### config.mk
export PLATFORM = sky130hd
export DESIGN_NAME = param_vending_machine
export DESIGN_NICKNAME = d
export VERILOG_FILES = /design/src/rtl/param_vending_machine.sv
export SDC_FILE = /design/constraint.sdc
export NUM_CORES = 1
export LEC_CHECK = 0
export ABC_AREA = 1
export CORE_MARGIN = 5
export CORE_UTILIZATION = 52
export DETAILED_ROUTE_END_ITERATION = 10
export PLACE_DENSITY = 0.9
export SLEW_MARGIN = 20
export SYNTH_ARGS = -nofsm -noshare
export SYNTH_HDL_FRONTEND = slang
export SYNTH_SLANG_ARGS = --single-unit
### constraint.sdc
create_clock -name Clock -period 2.7 [get_ports Clock]
set_input_delay 0.27 -clock Clock [delete_from_list [all_inputs] [get_ports Clock]]
set_output_delay 0.27 -clock Clock [all_outputs]
set_load 0.03 [all_outputs]
### src/rtl/param_vending_machine.sv
// Parameterised vending machine: coin credit with ceiling, lowest-index product select,
// timed dispense, unit-by-unit change return and an idle timeout that forces a refund.
// Optional per-item stock tracking is enabled by defining VEND_STOCK_EN.
module param_vending_machine #(
  parameter int unsigned N_ITEMS      = 4,
  parameter int unsigned CREDIT_W     = 6,
  parameter int unsigned MAX_CREDIT   = 32,
  parameter logic [N_ITEMS*CREDIT_W-1:0] ITEM_PRICE =
    {CREDIT_W'(4), CREDIT_W'(3), CREDIT_W'(3), CREDIT_W'(2)},
  parameter int unsigned DISPENSE_CYC = 3,
  parameter int unsigned TIMEOUT_CYC  = 4,
  parameter int unsigned STOCK_W      = 4,
  parameter int unsigned STOCK_INIT   = 3
) (
  input  logic                Clock,
  input  logic                nReset,
  input  logic                Coin_In,
  input  logic [CREDIT_W-1:0] Coin_Amt,
  input  logic                Req_Change,
  input  logic [N_ITEMS-1:0]  Select,
  output logic [CREDIT_W-1:0] Credit,
  output logic [CREDIT_W-1:0] Change,
  output logic                Change_Pulse,
  output logic [N_ITEMS-1:0]  Dispense,
  output logic                Busy,
  output logic                Coin_Reject,
  output logic [N_ITEMS-1:0]  Sold_Out
);

  localparam int unsigned IDX_W  = (N_ITEMS > 1) ? $clog2(N_ITEMS) : 1;
  localparam int unsigned TMR_W  = (TIMEOUT_CYC > 0) ? $clog2(TIMEOUT_CYC + 1) : 1;
  localparam int unsigned DCNT_W = (DISPENSE_CYC > 1) ? $clog2(DISPENSE_CYC) : 1;

  typedef enum logic [1:0] {StIdle, StDispense, StGiveCh} state_e;

  state_e              state_q, state_d;
  logic [TMR_W-1:0]    timer_q, timer_d;
  logic [DCNT_W-1:0]   dcnt_q, dcnt_d;
  logic [CREDIT_W-1:0] credit_d, change_d;
  logic [N_ITEMS-1:0]  dispense_d;
  logic                pulse_d, reject_d;

  logic [IDX_W-1:0]    sel_idx;
  logic [N_ITEMS-1:0]  sel_onehot;
  logic [CREDIT_W-1:0] price_sel;
  logic                stock_ok, sell, refund, coin_fits, coin_ok, timeout;

  // Select priority: lowest set index wins
  always_comb begin
    sel_idx = '0;
    for (int i = int'(N_ITEMS) - 1; i >= 0; i--) begin
      if (Select[i]) sel_idx = IDX_W'(i);
    end
  end

  assign sel_onehot = Select & (~Select + N_ITEMS'(1));
  assign price_sel  = ITEM_PRICE[CREDIT_W*sel_idx +: CREDIT_W];
  assign timeout    = (timer_q == '0) && (Credit != '0);
  assign sell       = (state_q == StIdle) && (|Select) && (Credit >= price_sel) && stock_ok;
  assign refund     = (state_q == StIdle) && !sell && (Req_Change || timeout) &&
                      (Credit != '0);
  // Extra bit so the ceiling test cannot be fooled by wrap-around
  assign coin_fits  = ({1'b0, Credit} + {1'b0, Coin_Amt}) <= (CREDIT_W + 1)'(MAX_CREDIT);
  assign coin_ok    = Coin_In && (state_q == StIdle) && !sell && !refund && coin_fits;

`ifdef VEND_STOCK_EN
  logic [STOCK_W-1:0] stock_q [N_ITEMS];

  assign stock_ok = (stock_q[sel_idx] != '0);

  // Per-item stock counters, decremented by each sale; sold-out flags follow them
  always_ff @(posedge Clock or negedge nReset) begin
    if (!nReset) begin
      for (int i = 0; i < int'(N_ITEMS); i++) stock_q[i] <= STOCK_W'(STOCK_INIT);
      Sold_Out <= (STOCK_INIT == 0) ? '1 : '0;
    end else if (sell) begin
      for (int i = 0; i < int'(N_ITEMS); i++) begin
        if (sel_onehot[i]) begin
          stock_q[i]  <= stock_q[i] - STOCK_W'(1);
          Sold_Out[i] <= (stock_q[i] == STOCK_W'(1));
        end
      end
    end
  end
`else
  assign stock_ok = 1'b1;
  assign Sold_Out = '0;
`endif

  // State register
  always_ff @(posedge Clock or negedge nReset) begin
    if (!nReset) state_q <= StIdle;
    else         state_q <= state_d;
  end

  // Next-state logic
  always_comb begin
    state_d = state_q;
    unique case (state_q)
      StIdle: begin
        if (sell)        state_d = StDispense;
        else if (refund) state_d = StGiveCh;
      end
      StDispense: if (dcnt_q == '0) state_d = StIdle;
      StGiveCh:   if (Change <= CREDIT_W'(1)) state_d = StIdle;
      default:    state_d = StIdle;
    endcase
  end

  // Next values of registered outputs, credit and timers
  always_comb begin
    credit_d   = Credit;
    change_d   = Change;
    pulse_d    = 1'b0;
    dispense_d = Dispense;
    reject_d   = Coin_In && !coin_ok;
    timer_d    = TMR_W'(TIMEOUT_CYC);
    dcnt_d     = dcnt_q;
    unique case (state_q)
      StIdle: begin
        if (sell) begin
          credit_d   = Credit - price_sel;
          dispense_d = sel_onehot;
          dcnt_d     = DCNT_W'(DISPENSE_CYC - 1);
        end else if (refund) begin
          change_d = Credit;
          credit_d = '0;
          pulse_d  = 1'b1;
        end else if (coin_ok) begin
          credit_d = Credit + Coin_Amt;
        end else if (Credit != '0) begin
          // An ignored Select or rejected coin is not activity: keep counting down
          timer_d = timer_q - TMR_W'(1);
        end
      end
      StDispense: begin
        if (dcnt_q == '0) dispense_d = '0;
        else              dcnt_d     = dcnt_q - DCNT_W'(1);
      end
      StGiveCh: begin
        // Pulse is shown alongside each unit still owed (Change = N..1)
        if (Change != '0) change_d = Change - CREDIT_W'(1);
        pulse_d = (Change > CREDIT_W'(1));
      end
      default: ;
    endcase
  end

  // Output and datapath registers
  always_ff @(posedge Clock or negedge nReset) begin
    if (!nReset) begin
      Credit       <= '0;
      Change       <= '0;
      Change_Pulse <= 1'b0;
      Dispense     <= '0;
      Busy         <= 1'b0;
      Coin_Reject  <= 1'b0;
      timer_q      <= TMR_W'(TIMEOUT_CYC);
      dcnt_q       <= '0;
    end else begin
      Credit       <= credit_d;
      Change       <= change_d;
      Change_Pulse <= pulse_d;
      Dispense     <= dispense_d;
      Busy         <= (state_d != StIdle);
      Coin_Reject  <= reject_d;
      timer_q      <= timer_d;
      dcnt_q       <= dcnt_d;
    end
  end

endmodule

==> impl_metrics.py, run 1 <==
metrics = {
    "routing": {
        "wl_per_cell_um": 12.16,
        "drtAntennaViolNets": 0,
        "drt-met1-wl_um": 1736,
        "wl_met2_um": 2163,
        "drtIter0Drc": 81,
        "routed-wl-met3_um": 285,
        "finalWirelength_um": 4230,
        "drt_pass1_iterations": 4,
        "drc": 0,
        "highest_layer": "met4",
        "viasPerCell": 5.144,
        "vias": 1790,
    },
    "global_route": {
        "grt_pass1_wl_um": 7231,
        "grt_max_degree": 27,
        "grt_overflow": 0,
        "antenna_found_initial": 0,
        "grt_usage_pct": 17.13,
        "grt_pass1_vias": 1753,
    },
    "clocking": {
        "cts_resized": 0,
        "path_clk_slew_ps": 90,
        "numCtsBuffers": 3,
        "post_cts_buffers": 0,
        "clk_root_buffer_cell": "clkbuf_8",
        "h-tree-depth": 1,
        "cts_tree": "done",
        "cts.sink_count": 26,
        "cts_buffer_depth": 2,
        "hold_buffers": 0,
        "insertion_delay_ps": 280,
    },
    "min_path": {
        "min_from": "Select[2]",
        "worstHoldPathType": "in2reg",
    },
    "die": {
        "die-area_mm2": 0.005140,
        "io_pins": 37,
        "die_w_um": 71.70,
        "core_area_mm2": 0.003661,
        "die_h_um": 71.70,
        "start_util_pct": 54.07,
        "row_count": 22,
    },
    "critical_path": {
        "crit_path_start": "Select[1]",
        "arrival_ps": 2740,
        "slowest_delay_ps": 440,
        "critPathRequiredTime_ps": 2900,
        "crit_type": "in2reg",
        "cp_num_buf_inv": 6,
        "path_common_cell": "nor2_1",
        "path_cells": "clkdlybuf4s50_1, nor2_1, inv_1, nor2_1, ha_1, ha_1, inv_1, fa_2, nand2_2, nand2_2, clkinv_1, nand3_2, nand2_4, buf_12, buf_4, o21ai_2, nor2_1, a31oi_1",
        "cp-end-kind": "register",
        "reg2reg_from": "Credit[0]",
        "worstPathMaxFanout": 6,
        "start_kind": "input port",
        "crit_slowest_cell": "clkdlybuf4s50_1",
        "crit_family": "buffers and inverters",
    },
    "pwr": {
        "ir_drop_uv": 646.7,
        "cellLeakagePower_nw": 1.240,
        "p_total_mw": 3.194,
        "pwr_density_cell_mw_per_mm2": 1287,
    },
    "synthesis": {
        "async_reset_ff_share_pct": 100.0,
        "synthXorXnorAreaFrac_pct": 2.212,
        "synth-simple-area-share_pct": 29.33,
        "synth_edf_count": 0,
        "synth_flop_cell": "dfrtp_1",
        "synth_cells": 258,
        "ys_warn_count": 0,
        "synth-compound-area-share_pct": 11.88,
        "ys_ff_latch": 26,
        "synth_commonest_cells": "nand2_1, inv_1, dfrtp_1, nand3_1, nor2_1",
        "netlist_area_mm2": 0.001979,
        "synth_top_family_by_area": "simple AND/OR/NAND/NOR gates",
        "avgSynthCellArea_um2": 7.672,
        "yosys-top-cells-area": "dfrtp_1, nand2_1, ha_1, inv_1, nand3_1",
        "yosys.area.top_type": "dfrtp_1",
        "ys_types": 37,
        "yosysMostFrequentCell": "nand2_1",
        "ys_seq_area_share_pct": 32.93,
        "synth_mux_area_share_pct": 0.7585,
        "synth_top_area_share_pct": 31.61,
        "synthAdderAreaFrac_pct": 11.50,
    },
    "timing": {
        "fin_crit_sh_pct": 93.99,
        "setup_ws_ps": 162.4,
        "finalSetupTns_ps": 0,
        "hold_viol_final": 0,
        "slew_viol_final": 0,
        "holdWs_ps": 343.6,
        "min_period_ps": 2538,
        "skew_ps": 7.352,
        "fmax_ghz": 0.3941,
        "setup-violations-final": 0,
    },
    "placement": {
        "gp_congestion": 0.8328,
        "post-place-ws_ps": -254.3,
        "dp.cells": 343,
        "place_area_mm2": 0.002380,
        "dp_hpwl_um": 3409,
        "io_buffers": 32,
    },
    "finish": {
        "final_nets": 332,
        "fin_area_mm2": 0.002482,
        "drive_above_1_share_pct": 15.00,
        "fillers": 311,
        "finalNonFillerCells": 348,
        "antenna_cells": 0,
        "fin_util_pct": 67.81,
        "area_growth_pct": 25.41,
    },
    "status": {
        "outcome": "finished, final reports clean",
    },
    "job": {
        "cap_violations": 0,
    },
}
## worst paths after layout
path	endpoint	slack (ps)	cells past startpoint
max	dcnt_q[1]	160	18
min	Dispense[2]	340	3
max reg2reg	Change[5]	540	15
min reg2reg	timer_q[0]	430	1
max in group asynchronous	timer_q[2]	2060	2
min in group asynchronous	Change[5]	350	2
## flip-flops by register name, indices dropped and copies added, names as in the netlist
signal,count
Credit,6
state_q,2
Busy,1
Change,6
dcnt_q,2
Coin_Reject,1
Change_Pulse,1
timer_q,3
Dispense,4
## worst register-to-register path, delay by kind of cell, from the launching register on
family                   cells  cell delay [ps]
AND/OR/NAND/NOR              9              790
adder cells (fa/ha/maj)      2              510
flip-flops                   1              450
buffers and inverters        4              350
## power by group
part | total (mW) | switching, mW | internal [mW]
Clock | 0.326 | 0.127 | 0.199
Combinational | 2.12 | 1.26 | 0.863
Sequential | 0.744 | 0.186 | 0.558
## cell usage in the layout, fill, tap and decap left out, types with 2 or more instances in the layout
| cell type | synthesis | final |
|---|---|---|
| nand2_2 | 2 | 3 |
| clkbuf_8 | 0 | 3 |
| o21ai_1 | 1 | 2 |
| nor2_2 | 4 | 3 |
| inv_2 | 3 | 3 |
| ha_1 | 15 | 15 |
| nand3b_1 | 2 | 2 |
| dfrtp_1 | 25 | 25 |
| o21ai_0 | 14 | 13 |
| nand4_1 | 2 | 2 |
| xnor2_1 | 2 | 2 |
| conb_1 | 1 | 4 |
| buf_4 | 4 | 9 |
| nand3_2 | 2 | 3 |
| nand2_4 | 3 | 4 |
| nor2_4 | 1 | 2 |
| nand3_1 | 21 | 20 |
| clkdlybuf4s50_1 | 0 | 30 |
| xor2_1 | 3 | 3 |
| o21ai_2 | 6 | 6 |
| nor3_1 | 2 | 2 |
| dlymetal6s2s_1 | 0 | 2 |
| nor2_1 | 19 | 19 |
| nand2_1 | 63 | 62 |
| a21oi_1 | 12 | 12 |
| inv_1 | 34 | 34 |
## cells by family after synthesis
family	count (synthesis)
adders and majority gates	17
DFF	26
and+or+nand+nor	123
xor gates and xnor gates	5
AOI/OAI and AO/OA	39
buffers and inverters	46
muxes	1
other	1
## area by class of cell
class | count | area, um2 | area share, %
flip-flops and latches | 26 | 651.9 | 26.26
inverters | 38 | 142.6 | 5.746
clock buffers | 3 | 41.29 | 1.663
repair buffers | 42 | 412.9 | 16.63
clock inverters | 1 | 30.03 | 1.210
multi-input cells | 190 | 1144 | 46.07
well taps | 48 | 60.06 | 2.419
## routing by layer
layer | up-vias | GRT usage, %
met5 | - | 0
met4 | 0 | 4.384
met3 | 5 | 2.244
met2 | 57 | 31.84
met1 | 823 | 20.63
li1 | 905 | -
(Power assumes the default switching activity.)
==> run 2: changes to the inputs <==
Settings changed: PLACE_DENSITY 0.9 to 0.77.
Clock period 2.7 ns to 2.5 ns, I/O delays scaled along.
==> run 2 against run 1 <==
Sequential power grew 5.6%. Routed wire length grew 6.5%. Critical endpoint is now dcnt_q[0]. Global-route usage grew 1.4 points. Combinational power grew 15%. Core utilization grew 1.2 points. Critical path type unchanged. First-iteration DRC count shrank 3.7%. Register-to-register slack lost 160 ps. Final cell count grew 1.4%. Final area grew 1.8%. Clock power shrank 25%. Sequential share of layout area shrank 0.46 points.
==> impl_metrics.py, run 2 (synthesis gave the netlist of run 1 again) <==
metrics = {
    "status": {
        "outcome": "finished, final reports clean",
    },
    "die": {
        "core_area_mm2": 0.003661,
        "die_h_um": 71.70,
        "io_pins": 37,
        "die_w_um": 71.70,
        "row_count": 22,
        "start_util_pct": 54.07,
        "die-area_mm2": 0.005140,
    },
    "finish": {
        "fillers": 314,
        "mostFrequentLayoutCells": "nand2_1, inv_1, clkdlybuf4s50_1",
        "drive_above_1_share_pct": 18.69,
        "layout_commonest_cell": "nand2_1",
        "finalNonFillerCells": 353,
        "reg_top3": "Change: 6 flops, Credit: 6 flops, Dispense: 4 flops",
        "final_nets": 337,
        "antenna_cells": 0,
        "area_growth_pct": 27.62,
    },
    "timing": {
        "holdWs_ps": 336.6,
        "tightest_slew_ps": 739.8,
        "fin_crit_sh_pct": 91.19,
        "max-slew-margin-rel_pct": 50.52,
        "skew_ps": 5.998,
        "min_period_ps": 2280,
        "fmax_ghz": 0.4387,
        "slew_viol_final": 0,
        "setup-violations-final": 0,
        "rsz0062_at_grt": "false",
        "hold_viol_final": 0,
    },
    "clocking": {
        "cts_tree": "done",
        "h-tree-depth": 1,
        "hold_buffers": 0,
        "clk_root_buffer_cell": "clkbuf_8",
        "cts_buffer_depth": 2,
        "numCtsBuffers": 3,
        "insertion_delay_ps": 270,
        "cts.sink_count": 26,
        "path_clk_slew_ps": 80,
    },
    "placement": {
        "dp_hpwl_um": 3434,
        "dp.cells": 346,
        "gp_congestion": 0.8360,
        "io_buffers": 32,
    },
    "global_route": {
        "grt_pass1_vias": 1773,
        "grt_overflow": 0,
        "grt_usage_pct": 18.53,
        "grt_pass1_wl_um": 7734,
        "antenna_found_initial": 0,
        "grt_max_degree": 16,
    },
    "routing": {
        "drtIter0Drc": 78,
        "finalWirelength_um": 4503,
        "drc": 0,
        "drtAntennaViolNets": 0,
        "drt_pass1_iterations": 4,
        "viasPerCell": 5.051,
        "wl_per_cell_um": 12.76,
        "vias": 1783,
    },
    "job": {
        "cap_violations": 0,
    },
    "critical_path": {
        "crit_type": "in2reg",
        "start_kind": "input port",
        "reg2regPathDepth": 14,
        "critPathRequiredTime_ps": 2650,
        "arrival_ps": 2430,
        "cp-end-kind": "register",
        "worstPathMaxFanout": 6,
    },
    "pwr": {
        "ir_drop_uv": 734.7,
        "pwr_density_cell_mw_per_mm2": 1376,
        "cellLeakagePower_nw": 1.264,
    },
    "min_path": {
        "holdPathStages": 3,
        "worstHoldPathType": "in2reg",
    },
}
[run 2: changes by cell type in the layout (fill, tap and decap cells not counted), sizes merged]
cell	before	now
buf	10	15
dlymetal6s2s	2	3
bufinv	1	0
dlygate4sd2	0	1
clkbuf	3	4
clkdlybuf4s50	30	28
[run 2: area by class of cell]
type                            instances  area (um2)  share of cell area [%]
Clock buffer                            4       45.04                   1.783
Tap cell                               48       60.06                   2.377
Sequential cell                        26       651.9                   25.80
Timing Repair Buffer                   47       446.7                   17.68
Multi-Input combinational cell        190        1177                   46.61
Inverter                               38       145.1                   5.745
[run 2: power by group]
group | leakage (nW) | internal [mW] | switching [mW]
clock network | 0.0228 | 0.114 | 0.132
registers | 0.324 | 0.603 | 0.183
logic | 0.918 | 0.989 | 1.45
total | 1.26 | 1.71 | 1.77
[run 2: per-stage QoR]
stage               setup slack [ps]  power, mW  setup TNS, ps  area [um2]  util [%]
floorplan                      293.4      2.415              0        1991         -
global placement              -345.3      3.022          -5773        2390     65.28
detailed placement            -400.4      3.057          -7426        2390     65.28
CTS                          0.01732      3.390              0        2485     67.87
global route                   18.46      3.804              0        2526     69.00
finish                         220.3      3.475              0        2526     69.00
[run 2: timing repair]
item / in CTS / in global routing
endpoints found under the hold margin: 0 / 0
pin swaps: 4 / 6
resized for setup: 10 / 14
gates cloned: 1 / 0
buffers inserted: 1 / 1
endpoints found under the setup margin: 10 / 24
[run 2: routing by layer]
| layer | global-route usage [%] | share of wire [%] | wire length (um) |
|---|---|---|---|
| met2 | 34.08 | 52 | 2353 |
| met4 | 6.054 | 1.1 | 50 |
| met1 | 22.69 | 43 | 1919 |
| met5 | 0 | 0 | 0 |
| met3 | 1.403 | 4.0 | 180 |
[run 2: worst max-delay path, cell delays in order]
cell and delay (ps):
dlygate4sd2_1 260, inv_1 80, nand2_1 100, o21ai_2 60, ha_1 270, ha_1 140
inv_2 50, fa_2 360, nand2_2 80, nand2_2 60, clkinv_1 50, nand3_2 70
nand2_4 130, buf_6 120, buf_4 130, o21ai_4 80, nand3_1 60, o21ai_0 80
[run 2: path summary, 6_finish.rpt]
kind | slack, ps | endpoint | startpoint
worst min-delay path | 340 | Dispense[2] | Select[2]
min in group asynchronous | 400 | Change[1] | nReset
max in group asynchronous | 1460 | state_q[0] | nReset
worst max register to register | 380 | dcnt_q[0] | Credit[0]
worst min register to register | 430 | timer_q[0] | timer_q[0]
worst max-delay path | 220 | dcnt_q[0] | Select[0]
==> run 3: changes to the inputs <==
Settings changed: CORE_UTILIZATION 52 to 54, PLACE_DENSITY 0.77 to 0.79.
Clock period 2.5 ns to 2.7 ns, I/O delays scaled along.
==> run 3 against run 2 <==
Clock power rose by 5%. Worst hold slack improved by 33 ps. Routed wire length rose by 0.20%. Non-clock buffer count fell by 1. Via count rose by 0.62%. Critical path depth rose by 1. Clock-buffer cell count did not move. Power fell by 8.9%. Global-route usage fell by 0.69 points.
==> impl_metrics.py, run 3 (synthesis gave the netlist of run 1 again) <==
metrics = {
    "die": {
        "io_pins": 37,
        "start_util_pct": 54.89,
        "die_h_um": 70.55,
        "core_area_mm2": 0.003606,
        "die-area_mm2": 0.004977,
        "die_w_um": 70.55,
        "row_count": 22,
    },
    "finish": {
        "fillers": 301,
        "mostFrequentLayoutCells": "nand2_1, inv_1, clkdlybuf4s50_1",
        "drive_above_1_share_pct": 16.12,
        "final_nets": 336,
        "reg_top3": "Change: 6 flops, Credit: 6 flops, Dispense: 4 flops",
        "fin_util_pct": 69.05,
        "layout_commonest_cell": "nand2_1",
        "antenna_cells": 0,
        "area_growth_pct": 25.79,
    },
    "critical_path": {
        "crit_path_start": "Select[0]",
        "start_kind": "input port",
        "crit_type": "in2reg",
        "cp-end-kind": "register",
        "slowest_delay_ps": 500,
        "crit_slowest_cell": "clkdlybuf4s50_1",
        "arrival_ps": 2820,
        "worstPathMaxFanout": 6,
        "critPathRequiredTime_ps": 2910,
        "path_cells": "clkdlybuf4s50_1, inv_1, nand2_1, o21ai_0, ha_1, ha_1, inv_1, fa_2, nand2_2, nand2_2, clkinv_1, nand3_2, nand2_4, nand3_1, nor2_4, nand2_4, nand2_4, nand2_1, nand2_1",
        "reg2reg_from": "Credit[0]",
    },
    "clocking": {
        "cts_buffer_depth": 2,
        "insertion_delay_ps": 270,
        "h-tree-depth": 1,
        "clk_root_buffer_cell": "clkbuf_8",
        "path_clk_slew_ps": 100,
        "cts_tree": "done",
        "hold_buffers": 0,
        "numCtsBuffers": 3,
        "cts.sink_count": 26,
    },
    "global_route": {
        "grt_max_degree": 15,
        "grt_pass1_wl_um": 7348,
        "grt_pass1_vias": 1649,
        "grt_overflow": 0,
        "antenna_found_initial": 0,
        "grt_usage_pct": 17.84,
    },
    "timing": {
        "max-slew-margin-rel_pct": 58.98,
        "fmax_ghz": 0.3836,
        "min_period_ps": 2607,
        "hold_viol_final": 0,
        "slew_viol_final": 0,
        "rsz0062_at_grt": "true",
        "finalSetupTns_ps": 0,
        "fin_crit_sh_pct": 96.56,
        "setup_ws_ps": 92.85,
        "setup-violations-final": 0,
        "holdWs_ps": 370.0,
        "tightest_slew_ps": 613.4,
        "skew_ps": 5.872,
    },
    "pwr": {
        "cellLeakagePower_nw": 1.240,
        "pwr_density_cell_mw_per_mm2": 1272,
        "ir_drop_uv": 760.9,
        "p_total_mw": 3.166,
    },
    "routing": {
        "viasPerCell": 5.097,
        "drc": 0,
        "vias": 1794,
        "drtAntennaViolNets": 0,
        "drt_pass1_iterations": 4,
        "drtIter0Drc": 112,
        "finalWirelength_um": 4512,
        "wl_per_cell_um": 12.82,
    },
    "placement": {
        "post-place-ws_ps": -275.9,
        "gp_congestion": 0.8593,
        "dp_hpwl_um": 3492,
        "io_buffers": 32,
    },
    "job": {
        "cap_violations": 0,
    },
    "status": {
        "outcome": "finished, final reports clean",
    },
    "min_path": {
        "worstHoldPathType": "in2async",
    },
}
run 3: cell types whose count changed in the layout (fill, tap and decap cells not counted), moves of 2 or more:
cell / previous run / this run
buf_6: 2 / 0
clkdlybuf4s50_1: 28 / 31
dlymetal6s2s_1: 3 / 1
inv_1: 32 / 34
nor2_1: 16 / 19
nor2_2: 6 / 3
o21ai_0: 12 / 14
run 3: path summary, 6_finish.rpt:
check | endpoint | slack (ps) | cells past startpoint
max in group asynchronous | Change[4] | 1690 | 2
hold / removal | Change[1] | 370 | 1
setup / recovery | Credit[4] | 90 | 19
hold reg to reg | timer_q[0] | 430 | 1
min in group Clock | Dispense[2] | 370 | 3
setup reg to reg | Credit[4] | 490 | 15
run 3: power breakdown:
group | total (mW) | switching (mW) | internal [mW]
Combinational | 2.18 | 1.32 | 0.867
Sequential | 0.723 | 0.164 | 0.558
Clock | 0.259 | 0.128 | 0.131
run 3: metrics by stage:
| stage | cells | cell area (um2) |
|---|---|---|
| after floorplan | 261 | 1991 |
| after global placement | 345 | 2382 |
| after detailed placement | 345 | 2382 |
| after CTS | 349 | 2442 |
| after global routing | 352 | 2490 |
| final | 352 | 2490 |
run 3: critical path, delay by kind of cell:
kind / cells / cell delay, ps
and+or+nand+nor: 11 / 1010
adders and majority gates: 3 / 750
buffers and inverters: 4 / 670
AOI/OAI and AO/OA: 1 / 90
run 3: repair_timing:
action | CTS | global route
gates cloned | 0 | 1
pin swaps | 0 | 2
setup endpoints to repair | 1 | 13
setup buffers | 0 | 2
resized for setup | 1 | 6
run 3: routing by layer:
layer  global-route usage (%)  wire length (um)
met1                    23.21              2056
met2                    32.12              2223
met3                    2.273               198
met4                    3.132                33
met5                        0                 0
run 3: final cells by class:
cell class                      instances  area (um2)  share of cell area [%]
Multi-Input combinational cell        190        1152                   46.28
Sequential cell                        26       651.9                   26.18
Clock buffer                            4       55.05                   2.211
Timing Repair Buffer                   46       427.9                   17.19
Inverter                               38       142.6                   5.729
Tap cell                               48       60.06                   2.412
